### src/rtl/sound_decoder.sv
// sound_decoder: measures the speaker square-wave period, confirms LOW/MID/HIGH notes and spots FOOD/GAMEOVER jingles.
// Define SOUND_DECODER_DBG_EN to add the last_period/period_strobe debug ports.
module sound_decoder #(
    parameter int CLK_FREQ    = 50_000_000,
    parameter int NOTE_LOW    = 262,
    parameter int NOTE_MID    = 349,
    parameter int NOTE_HIGH   = 491,
    parameter int TOL_SHIFT   = 5,
    parameter int MIN_PERIODS = 4,
    parameter int SILENCE_CYC = 1_000_000
) (
    input  logic        clk,
    input  logic        reset,
    input  logic        spkr_in,
    output logic [1:0]  note_id,
    output logic        note_strobe,
    output logic        food_det,
    output logic        over_det
`ifdef SOUND_DECODER_DBG_EN
    ,
    output logic [31:0] last_period,
    output logic        period_strobe
`endif
);
    localparam logic [31:0] NOM_L = 32'(CLK_FREQ / NOTE_LOW);
    localparam logic [31:0] NOM_M = 32'(CLK_FREQ / NOTE_MID);
    localparam logic [31:0] NOM_H = 32'(CLK_FREQ / NOTE_HIGH);
    localparam logic [31:0] LO_L  = NOM_L - (NOM_L >> TOL_SHIFT);
    localparam logic [31:0] HI_L  = NOM_L + (NOM_L >> TOL_SHIFT);
    localparam logic [31:0] LO_M  = NOM_M - (NOM_M >> TOL_SHIFT);
    localparam logic [31:0] HI_M  = NOM_M + (NOM_M >> TOL_SHIFT);
    localparam logic [31:0] LO_H  = NOM_H - (NOM_H >> TOL_SHIFT);
    localparam logic [31:0] HI_H  = NOM_H + (NOM_H >> TOL_SHIFT);
    localparam logic [31:0] SIL   = 32'(SILENCE_CYC);
    localparam logic [3:0]  MIN_P = 4'(MIN_PERIODS);
    localparam logic [1:0]  N_NONE = 2'd0;
    localparam logic [1:0]  N_LOW  = 2'd1;
    localparam logic [1:0]  N_MID  = 2'd2;
    localparam logic [1:0]  N_HIGH = 2'd3;

    typedef enum logic [1:0] {S_IDLE, S_N1, S_N2, S_N3} state_t;

    logic [2:0]  sync;
    logic [31:0] count;
    logic        rise, silence, armed, measure, confirm;
    logic [1:0]  cls, match_note;
    logic [3:0]  match_cnt, match_next;
    state_t      state, state_n;
    logic        pat_over, pat_over_n, food_n, over_n;

    assign rise    = sync[1] & ~sync[2];
    assign silence = (count == SIL) & ~rise;
    assign measure = rise & armed;

    // count holds the period length at the edge that closes it
    always_comb begin
        cls = (count >= LO_L && count <= HI_L) ? N_LOW :
              (count >= LO_M && count <= HI_M) ? N_MID :
              (count >= LO_H && count <= HI_H) ? N_HIGH : N_NONE;
        match_next = (cls == N_NONE) ? 4'd0 :
                     (cls == match_note && match_cnt != 4'd0) ?
                         ((match_cnt == 4'hf) ? match_cnt : match_cnt + 4'd1) : 4'd1;
        confirm = measure && cls != N_NONE && match_next >= MIN_P && cls != note_id;
    end

    always_ff @(posedge clk) begin
        if (reset) begin
            sync        <= '0;
            count       <= '0;
            armed       <= 1'b0;
            match_note  <= N_NONE;
            match_cnt   <= '0;
            note_id     <= N_NONE;
            note_strobe <= 1'b0;
        end else begin
            sync        <= {sync[1:0], spkr_in};
            note_strobe <= confirm;
            if (rise)
                count <= 32'd1;
            else if (count != SIL)
                count <= count + 32'd1;
            if (rise)
                armed <= 1'b1;
            if (measure) begin
                match_cnt <= match_next;
                if (cls != N_NONE)
                    match_note <= cls;
            end
            if (confirm)
                note_id <= cls;
            if (silence) begin
                armed     <= 1'b0;
                match_cnt <= '0;
                note_id   <= N_NONE;
            end
        end
    end

    always_ff @(posedge clk) begin
        if (reset) begin
            state    <= S_IDLE;
            pat_over <= 1'b0;
            food_det <= 1'b0;
            over_det <= 1'b0;
        end else begin
            state    <= state_n;
            pat_over <= pat_over_n;
            food_det <= food_n;
            over_det <= over_n;
        end
    end

    // a note that does not continue the current jingle is re-evaluated as a possible first note
    always_comb begin
        state_n    = state;
        pat_over_n = pat_over;
        food_n     = 1'b0;
        over_n     = 1'b0;
        if (note_strobe) begin
            if (state == S_N1 && note_id == N_MID)
                state_n = S_N2;
            else if (state == S_N2 && note_id == (pat_over ? N_LOW : N_HIGH))
                state_n = S_N3;
            else if (note_id == N_LOW || note_id == N_HIGH) begin
                state_n    = S_N1;
                pat_over_n = (note_id == N_HIGH);
            end else
                state_n = S_IDLE;
        end else if (note_id == N_NONE && state != S_IDLE) begin
            state_n = S_IDLE;
            food_n  = (state == S_N3) & ~pat_over;
            over_n  = (state == S_N3) & pat_over;
        end
    end

`ifdef SOUND_DECODER_DBG_EN
    always_ff @(posedge clk) begin
        if (reset) begin
            last_period   <= '0;
            period_strobe <= 1'b0;
        end else begin
            period_strobe <= measure;
            if (measure)
                last_period <= count;
        end
    end
`endif
endmodule

### config.mk
export PLATFORM = sky130hd
export DESIGN_NAME = sound_decoder
export DESIGN_NICKNAME = d
export VERILOG_FILES = /design/src/rtl/sound_decoder.sv
export SDC_FILE = /design/constraint.sdc
export NUM_CORES = 1
export LEC_CHECK = 0
export BUFFER_PORTS_ARGS = -buffer_cell sky130_fd_sc_hd__buf_4
export CAP_MARGIN = 10
export CORE_ASPECT_RATIO = 0.6
export CORE_MARGIN = 2
export CORE_UTILIZATION = 50
export DETAILED_ROUTE_END_ITERATION = 16
export PLACE_DENSITY = 0.66
export SLEW_MARGIN = 30
export SYNTH_ARGS = -nofsm -noshare
export SYNTH_HDL_FRONTEND = slang
export SYNTH_SLANG_ARGS = --single-unit
### constraint.sdc
create_clock -name clk -period 6.8 [get_ports clk]
set_input_delay 0.68 -clock clk [delete_from_list [all_inputs] [get_ports clk]]
set_output_delay 0.68 -clock clk [all_outputs]
set_load 0.05 [all_outputs]
==> metrics.txt, run 1 <==
most area-hungry cell type in the Yosys netlist dfxtp_1; Logic pwr share 3.5%; synthesized flop and latch total 50; register area 0.00100 mm2; Sw Share 24.7%; fraction of layout cells with a size suffix above 1 8.75%; detailed-route DRC error count 0; Synth top area share 36.1%; most frequent cells in the layout 58 x nor2_1, 50 x dfxtp_1, 33 x nand2_1; TNS Setup 0 ns; total routed wirelength just under 6000 um; number of global-route vias before repair 1,926; H-tree Lvls 2; grt ovf 0; Worst Path Arrival 2.81 ns; Detail Route Antenna Nets 0; Clk Latency, worst-skew pair 0.31 ns; DR iter-0 viols 179; Die ar. 0.00617 mm2; CP Data Required Time 7.05 ns; commonest non-fill, non-tap cell in the layout nor2_1; gr usage total 20.9%; Max stage delay on crit path 0.52 ns; cell-internal power 376 uW; Post-Synthesis Cells 346; Hold Slack ~0.45 ns; unrepaired setup endpoints after global routing no; n_diodes 0; Worst Max-Slew Pin Slew 0.938 ns; total number of vias 2,282; max frequency between 300 and 400 MHz; overall die width 100 um; post-cts resize count 0; Max-slew headroom 37.2%; CTS root buf clkbuf_8; NetSw 124 uW; Yosys Warn Count 0; PD cells 172 mW/mm2; fin nets 350; CTS max path bufs 2; Final HPWL DP 4200 um; Clock power frac 36.8%; core area 0.00520 mm2; final setup fails 0; port bufs 7; worst setup path class reg2reg; drt wl/cell 14.4 um; asr flop ratio synth 0%; synth top area cells dfxtp_1 36%, nor2_1 7.9%, xor2_1 6.6%, nand2_1 4.5%, nand3_1 3.6%; PnR Total Power 500 uW; drt first pass iters 5; Layout area overhead 5.19%; crit-path cells inv_1 > ha_1 > nand2b_1 > a21oi_1 > o311a_2 > nor2_2 > or2_1 > o21ai_2 > a211oi_4 > mux2i_1; Die Span Y 61.7 um; Post-synth EDFFs 0; crit share post-route 37.6%; Worst Hold Class reg2reg; crit end category register; Leakage between 0.001 and 0.0015 uW; startpoint types register; max-slew violations 0; crit path max-delay cell type dfxtp_1; Clock transition at path regs 0.10 ns; Hold Fails Final Rpt 0; crit path time final 2.56 ns; Non-Filler Instances between 400 and 500; hold_buf cts 0; CP top delay family compound AO/OA/AOI/OAI gates; outcome completed; Seq pwr share 59.8%; initial core utilization 53.2%; Post-Synthesis Cell Area 0.00277 mm2; placed cell count 401; first-pass GRT wire length just under 10,000 um; crit-path max FO 9; net count after synthesis 354; Ports 8; fin util 56.0%; antenna violations before repair 0; area of the multi-input gates 0.00165 mm2; max-cap viol count 0; distinct cell type count after synthesis 56; clk sinks 50; Seq/Total Area, Yosys between 30% and 40%; num rows 20; Buf/Inv on CP 1; detail-routed via count per cell 5.58; GP Congestion 0.869; Worst VDD drop 0.0875 mV; Post-CTS Setup Bufs 0; Fillers 471; CTS Buf Count 5; Final Skew approximately 0.009 ns; syn avg cell area 8.01 um2; largest net degree at the start of global routing 32; CTS tree yes; Top FF cell, synth dfxtp_1
-- cell type report --
cell class / count / area share [%]
Clock buffer: 6 / 2.49
Clock inverter: 2 / 0.601
Inverter: 9 / 1.16
Multi-Input combinational cell: 268 / 56.5
Sequential cell: 50 / 34.3
Tap cell: 66 / 2.83
Timing Repair Buffer: 8 / 2.06
-- cell usage after synthesis (6+ instances only) --
master,count
a21oi_1,15
and3_1,9
clkbuf_1,12
dfxtp_1,50
inv_1,9
nand2_1,33
nand2b_1,7
nand3_1,20
nor2_1,58
nor2b_1,6
nor3_1,7
nor4_1,6
o21ai_0,8
xnor2_1,11
xor2_1,21
-- metrics by stage --
stage | instance area (um2) | worst slack [ns]
after floorplan | 2770 | 4.58
after global placement | 2820 | 4.33
final | 2910 | 4.24
after detailed placement | 2820 | 4.30
after global routing | 2910 | 3.99
after CTS | 2910 | 4.27
-- metal layers --
metal  GRT usage [%]  part of all wire, %
met3            4.43                  5.2
met4            6.26                 0.90
met1            35.4                   59
met2            24.4                   35
met5               0                    0
-- worst reg2reg max path, cell delays in order, from the launching register on --
cell      delay [ns]
dfxtp_1         0.52
inv_1           0.12
ha_1            0.21
nand2b_1        0.07
a21oi_1         0.08
o311a_2         0.44
nor2_2          0.19
or2_1           0.25
o21ai_2         0.09
a211oi_4        0.32
mux2i_1         0.20
-- registers in the layout, summed over array words and instances, names as in the netlist --
name and flops:
count 32, match_cnt 4, sync 3, match_note 2
note_id 2, state 2, armed 1, food_det 1
note_strobe 1, over_det 1, pat_over 1
-- cell families (layout without fill, tap and decap cells) --
kind of cell / count (synthesis) / in the layout / share of synthesized area [%]
xor gates and xnor gates: 32 / 32 / 10.1
DFF: 50 / 50 / 36.1
AOI/OAI and AO/OA: 55 / 55 / 14.5
buffers and inverters: 28 / 25 / 4.43
adders and majority gates: 5 / 5 / 2.26
and+or+nand+nor: 172 / 172 / 31.2
muxes: 4 / 4 / 1.45
-- power groups by stage --
stage                     logic (uW)  clock network [uW]  registers (uW)
after floorplan                 15.3                   0             303
final                           17.3                 184             299
after global routing            19.4                 198             300
after global placement          17.3                   0             305
after detailed placement        17.1                   0             306
after CTS                       17.3                 188             299
-- path summary, 6_finish.rpt --
kind / startpoint / end / slack [ns] / depth (start not counted)
worst max-delay path: count[1]$_SDFFE_PP0P_ / note_id[1]$_SDFFE_PP0P_ / 4.24 / 10
worst min-delay path: sync[0]$_SDFF_PP0_ / sync[1]$_SDFF_PP0_ / 0.45 / 1
worst max register to register: count[1]$_SDFFE_PP0P_ / note_id[1]$_SDFFE_PP0P_ / 4.24 / 10
worst min register to register: sync[0]$_SDFF_PP0_ / sync[1]$_SDFF_PP0_ / 0.45 / 1
Power figures use the tool's default switching activity.
==> run 2: changes to the inputs <==
--- a/config.mk
+++ b/config.mk
@@ -5,6 +5,7 @@
 export SDC_FILE = /design/constraint.sdc
 export NUM_CORES = 1
 export LEC_CHECK = 0
+export ABC_AREA = 1
 export BUFFER_PORTS_ARGS = -buffer_cell sky130_fd_sc_hd__buf_4
 export CAP_MARGIN = 10
 export CORE_ASPECT_RATIO = 0.6
==> constraint.sdc (replaced) <==
create_clock -name clk -period 2.66 [get_ports clk]
set_input_delay 0.266 -clock clk [delete_from_list [all_inputs] [get_ports clk]]
set_output_delay 0.266 -clock clk [all_outputs]
set_load 0.05 [all_outputs]
==> metrics.txt, run 2 <==
outcome completed; total routed wirelength 8150 um (+38%); CTS root buf clkbuf_8; detail-routed via count per cell 5.27 (-5.5%); DR iter-0 viols 263 (+47%); crit share post-route 88.0% (+50 points); most frequent cell after synthesis nand2_1; Max-slew headroom 65.9% (+29 points); Post-Synthesis Cells 518 (+50%); dpl ws 0.232 ns (-4.07 ns); commonest non-fill, non-tap cell in the layout nand2_1; Worst Hold Class in2reg; CP Data Required Time 2.89 ns (-4.16 ns); n_diodes 0 (unchanged); synth top area cells dfxtp_1 31%, nand2_1 14%, inv_1 8.4%, nor2_1 8.4%, a21oi_1 6.4%; fraction of layout cells with a size suffix above 1 11.7% (+3.0 points); synthesized flop and latch total 50 (unchanged); Final HPWL DP 6260 um (+49%); area of the multi-input gates 0.00186 mm2 (+13%); Post-synth top cells 116 x nand2_1, 72 x inv_1, 72 x nor2_1, 50 x dfxtp_1, 41 x a21oi_1; Top reg by flops count; most area-hungry cell type in the Yosys netlist dfxtp_1; PnR Total Power 1410 uW (+180%); port bufs 7 (unchanged); Top FF cell, synth dfxtp_1; distinct cell type count after synthesis 33 (-41%); Detail Route Antenna Nets 0 (unchanged); TNS Setup 0 ns (unchanged); Die Span Y 66.1 um (+7.2%); grt ovf 0 (unchanged); register area 0.00100 mm2 (+0.25%); antenna violations before repair 0 (unchanged); Post-Synthesis Cell Area 0.00321 mm2 (+16%); initial core utilization 52.1% (-1.1 points); Leakage 0.00149 uW (+45%); Worst Path Arrival 2.57 ns (-0.24 ns); Hold Fails Final Rpt 0 (unchanged); hold_buf cts 0 (unchanged); Synth top area share 31.2% (-5.0 points); Fillers 607 (+29%); max-cap viol count 0 (unchanged); GP Congestion 0.925 (+6.4%); Post-CTS Setup Bufs 0 (unchanged); Ports 8 (unchanged); crit-path cells ha_2 > nand4_2 > nor2_1 > nand2_1 > nor2_2 > nand2_1 > nor4_2 > nand3_1 > nor2_1 > nand2_1 > o21ai_0 > a21oi_1; worst setup path class reg2reg; post-cts resize count 0 (unchanged); Top Registers count: 32 flops, match_cnt: 4 flops, sync: 3 flops; CTS max path bufs 2 (unchanged); Worst Max-Slew Pin Slew 0.506 ns (-0.432 ns); startpoint types register; cell repeated most along the worst path nand2_1; net count after synthesis 526 (+49%); fin nets 535 (+53%); max frequency 427 MHz (+9.2%); detailed-route DRC error count 0 (unchanged); largest net degree at the start of global routing 23 (-28%); Final Skew 0.0113 ns (+0.00252 ns); num rows 22 (+10%); gr usage total 24.6% (+3.7 points); core area 0.00617 mm2 (+18%); crit end category register; total number of vias 3,226 (+41%); first-pass GRT wire length 13,400 um (+35%); CTS tree yes; Clock transition at path regs 0.10 ns (about the same); syn avg cell area 6.20 um2 (-23%); drt first pass iters 7 (+2); max-slew violations 0 (unchanged); Seq/Total Area, Yosys 31.2% (-5.0 points); most frequent cells in the layout 116 x nand2_1, 72 x inv_1, 72 x nor2_1; overall die width 107 um (+7.4%); crit path time final 2.34 ns (-0.215 ns); Clk Latency, worst-skew pair 0.32 ns (about the same); CTS Buf Count 5 (unchanged); clk sinks 50 (unchanged); H-tree Lvls 2 (unchanged); PD cells 407 mW/mm2 (+140%); Die ar. 0.00710 mm2 (+15%); asr flop ratio synth 0% (unchanged); max FFs per register 32 (unchanged); final setup fails 0 (unchanged); crit-path max FO 6 (-3); Post-synth EDFFs 0 (unchanged); number of global-route vias before repair 2,715 (+41%); Max stage delay on crit path 0.42 ns (-0.10 ns); crit path max-delay cell type dfxtp_2; Worst VDD drop 0.290 mV (+230%); Layout area overhead 7.95%; Yosys Warn Count 0 (unchanged); final worst slack 0.318 ns (-3.92 ns); unrepaired setup endpoints after global routing no; drt wl/cell 13.3 um (-7.6%)
run 2: final cells by class:
type | count | share of cell area [%]
multi-input combinational | 377 | 53.6
sequential | 50 | 28.9
inverter | 84 | 9.09
tap | 84 | 3.03
clock buffer | 5 | 1.98
timing repair buffer | 9 | 1.95
clock inverter | 3 | 1.37
run 2: cell families after synthesis:
family                   count (synthesis)  share of synthesized area (%)
AND/OR/NAND/NOR                        287                           41.6
XOR/XNOR                                 4                           1.09
flip-flops                              50                           31.2
AO/OA/AOI/OAI                           81                           13.2
buffers and inverters                   91                           11.0
adder cells (fa/ha/maj)                  5                           1.95
run 2: final timing paths:
path                              start                endpoint  depth (start not counted)  slack (ns)
setup / recovery  count[0]$_SDFFE_PP0N_  count[28]$_SDFFE_PP0P_                         12        0.32
hold / removal                  spkr_in      sync[0]$_SDFF_PP0_                          3        0.14
setup reg to reg  count[0]$_SDFFE_PP0N_  count[28]$_SDFFE_PP0P_                         12        0.32
hold reg to reg      sync[0]$_SDFF_PP0_      sync[1]$_SDFF_PP0_                          2        0.41
run 2: stage by stage:
| step | hold slack (ns) | std cells | cell area, um2 | utilization, % |
|---|---|---|---|---|
| 2_1_floorplan | 0.373 | 518 | 3210 | - |
| 3_3_place_gp | 0.391 | 604 | 3350 | 54.3 |
| 3_5_place_dp | 0.398 | 604 | 3350 | 54.3 |
| 4_1_cts | 0.135 | 612 | 3460 | 56.1 |
| 5_1_grt | 0.138 | 612 | 3470 | 56.2 |
| 6_report | 0.140 | 612 | 3470 | 56.2 |
run 2: routing by layer:
| layer | wire, um | GRT usage [%] | part of all wire (%) |
|---|---|---|---|
| met5 | 0 | 0 | 0 |
| met4 | 79 | 6.41 | 0.97 |
| met3 | 625 | 4.73 | 7.7 |
| met2 | 2860 | 30.2 | 35 |
| met1 | 4590 | 41.2 | 56 |
run 2: power by group:
group / switching, uW / internal (uW)
Combinational: 45.3 / 22.0
Clock: 295 / 286
Sequential: 8.20 / 755
Total: 349 / 1060
run 2: worst max-delay path, delay by kind of cell (launching register included):
| kind | cells | cell delay [ns] |
|---|---|---|
| AO/OA/AOI/OAI | 2 | 0.20 |
| flip-flops | 1 | 0.42 |
| adder cells (fa/ha/maj) | 1 | 0.24 |
| AND/OR/NAND/NOR | 9 | 1.35 |
==> run 3: changes to the inputs <==
--- a/config.mk
+++ b/config.mk
@@ -11,6 +11,7 @@
 export CORE_ASPECT_RATIO = 0.6
 export CORE_MARGIN = 2
 export CORE_UTILIZATION = 50
+export CTS_BUF_LIST = sky130_fd_sc_hd__clkbuf_4
 export DETAILED_ROUTE_END_ITERATION = 16
 export PLACE_DENSITY = 0.66
 export SLEW_MARGIN = 30
==> metrics.txt, run 3 (synthesis results as in run 2) <==
Worst Path Arrival 2.69 ns (+0.12 ns); PD cells 384 mW/mm2 (-5.7%); Clock transition at path regs 0.16 ns (+0.06 ns); Worst Hold Class in2reg; crit path time final 2.38 ns (+0.0352 ns); final worst slack 0.283 ns (-0.0352 ns); Final Skew 0.0211 ns (+0.00971 ns); startpoint types register; CTS tree yes; port bufs 7 (unchanged); CTS max path bufs 2 (unchanged); CTS root buf clkbuf_4; crit end category register; r2r setup slk 0.28 ns (-0.04 ns); fraction of layout cells with a size suffix above 1 11.6% (-0.19 points); cell-internal power 982 uW (-7.6%); Clk Latency, worst-skew pair 0.40 ns (+0.08 ns); Die Span Y 66.1 um (unchanged); Max-slew headroom 65.8% (-0.16 points); core area 0.00617 mm2 (unchanged); Final HPWL DP 6260 um (unchanged); dpl ws 0.232 ns (unchanged); drt wl/cell 13.1 um (-1.4%); number of global-route vias before repair 2,721 (+0.22%); Logic pwr share 5.1% (+0.3 points); Die ar. 0.00710 mm2 (unchanged); fin util 55.7% (-0.55 points); initial core utilization 52.1% (unchanged); detail-routed via count per cell 5.25 (-0.37%); max-cap viol count 0 (unchanged); overall die width 107 um (unchanged); Worst VDD drop 0.330 mV (+14%); area of the multi-input gates 0.00186 mm2 (-0.13%); total routed wirelength 8040 um (-1.4%); Max stage delay on crit path 0.43 ns (about the same); max-slew violations 0 (unchanged); CP Data Required Time 2.97 ns (+0.08 ns); Layout area overhead 6.90%; register area 0.00100 mm2 (unchanged); Ports 8 (unchanged); detailed-route DRC error count 0 (unchanged); Fillers 614 (+1.2%); drt first pass iters 5 (-2); antenna violations before repair 0 (unchanged); crit path max-delay cell type dfxtp_2; Sw Share 25.6% (+0.85 points); Top reg by flops count; crit-path max FO 6 (unchanged); crit share post-route 89.4% (+1.3 points); hold_buf cts 0 (unchanged); NetSw 337 uW (-3.4%); DR iter-0 viols 307 (+17%); final setup fails 0 (unchanged); TNS Setup 0 ns (unchanged); worst setup path class reg2reg; crit-path cells ha_1 > nand4_2 > nor2_1 > nand2_1 > nor2_2 > nand2_1 > nor4_2 > nand3_1 > nor2_1 > nand2_1 > o21ai_0 > a21oi_1; max FFs per register 32 (unchanged); Hold Fails Final Rpt 0 (unchanged); first-pass GRT wire length 13,400 um (+0.16%); Leakage 0.00148 uW (-0.72%); total number of vias 3,214 (-0.37%); cell repeated most along the worst path nand2_1; max frequency 421 MHz (-1.5%); clk sinks 50 (unchanged); unrepaired setup endpoints after global routing no; H-tree Lvls 2 (unchanged); commonest non-fill, non-tap cell in the layout nand2_1; largest net degree at the start of global routing 23 (unchanged); Worst Max-Slew Pin Slew 0.509 ns (+0.00240 ns); Detail Route Antenna Nets 0 (unchanged); most frequent cells in the layout 116 x nand2_1, 72 x inv_1, 72 x nor2_1; gr usage total 24.6% (-0.043 points); Post-CTS Setup Bufs 0 (unchanged); Top Registers count: 32 flops, match_cnt: 4 flops, sync: 3 flops; grt ovf 0 (unchanged); PnR Total Power 1320 uW (-6.6%); fin nets 535 (unchanged); outcome completed; num rows 22 (unchanged); GP Congestion 0.925 (unchanged); CTS Buf Count 5 (unchanged); n_diodes 0 (unchanged); Clock power frac 36.9% (-4.3 points); Seq pwr share 58.0% (+3.9 points)
==> run 3: worst paths after layout <==
path | start | endpoint | cells past startpoint
setup reg to reg | count[0]$_SDFFE_PP0N_ | count[28]$_SDFFE_PP0P_ | 12
setup / recovery | count[0]$_SDFFE_PP0N_ | count[28]$_SDFFE_PP0P_ | 12
hold / removal | spkr_in | sync[0]$_SDFF_PP0_ | 3
hold reg to reg | sync[0]$_SDFF_PP0_ | sync[1]$_SDFF_PP0_ | 2
==> run 3: through the flow <==
stage | hold slack (ns) | std cells | cell area [um2]
floorplan | 0.373 | 518 | 3210
global placement | 0.391 | 604 | 3350
detailed placement | 0.398 | 604 | 3350
CTS | 0.0390 | 612 | 3430
global route | 0.0349 | 612 | 3430
finish | 0.0588 | 612 | 3430
==> run 3: layer usage <==
metal | GRT usage, % | share of wire (%) | vias to the layer above
met3 | 4.63 | 8.1 | 8
met2 | 30.1 | 36 | 99
met4 | 4.97 | 0.78 | 0
met1 | 41.7 | 56 | 1431
met5 | 0 | 0 | -
li1 | - | - | 1676
==> run 3: power groups by stage <==
stage / sequential (uW) / clock [uW] / combinational [uW]
finish: 765 / 487 / 66.7
global route: 767 / 526 / 77.2
CTS: 764 / 497 / 65.5
detailed placement: 780 / 0 / 65.1
global placement: 779 / 0 / 65.1
floorplan: 776 / 0 / 48.9
==> run 3: area by class of cell <==
type                       instances  share of cell area (%)
multi-input combinational        377                    54.1
sequential                        50                    29.2
inverter                          84                    9.18
tap                               84                    3.06
timing repair buffer               9                    1.97
clock inverter                     3                    1.38
clock buffer                       5                    1.09
==> run 3: what timing repair did <==
action,4_1_cts,5_1_grt
setup endpoints to repair,0,3
endpoints found under the hold margin,0,0
gates resized for setup,0,2
==> run 3: critical path, delay by kind of cell, from the launching register on <==
family          cells  cell delay [ns]
compound gates      2             0.20
fa+ha+maj           1             0.27
flops               1             0.43
simple gates        9             1.38
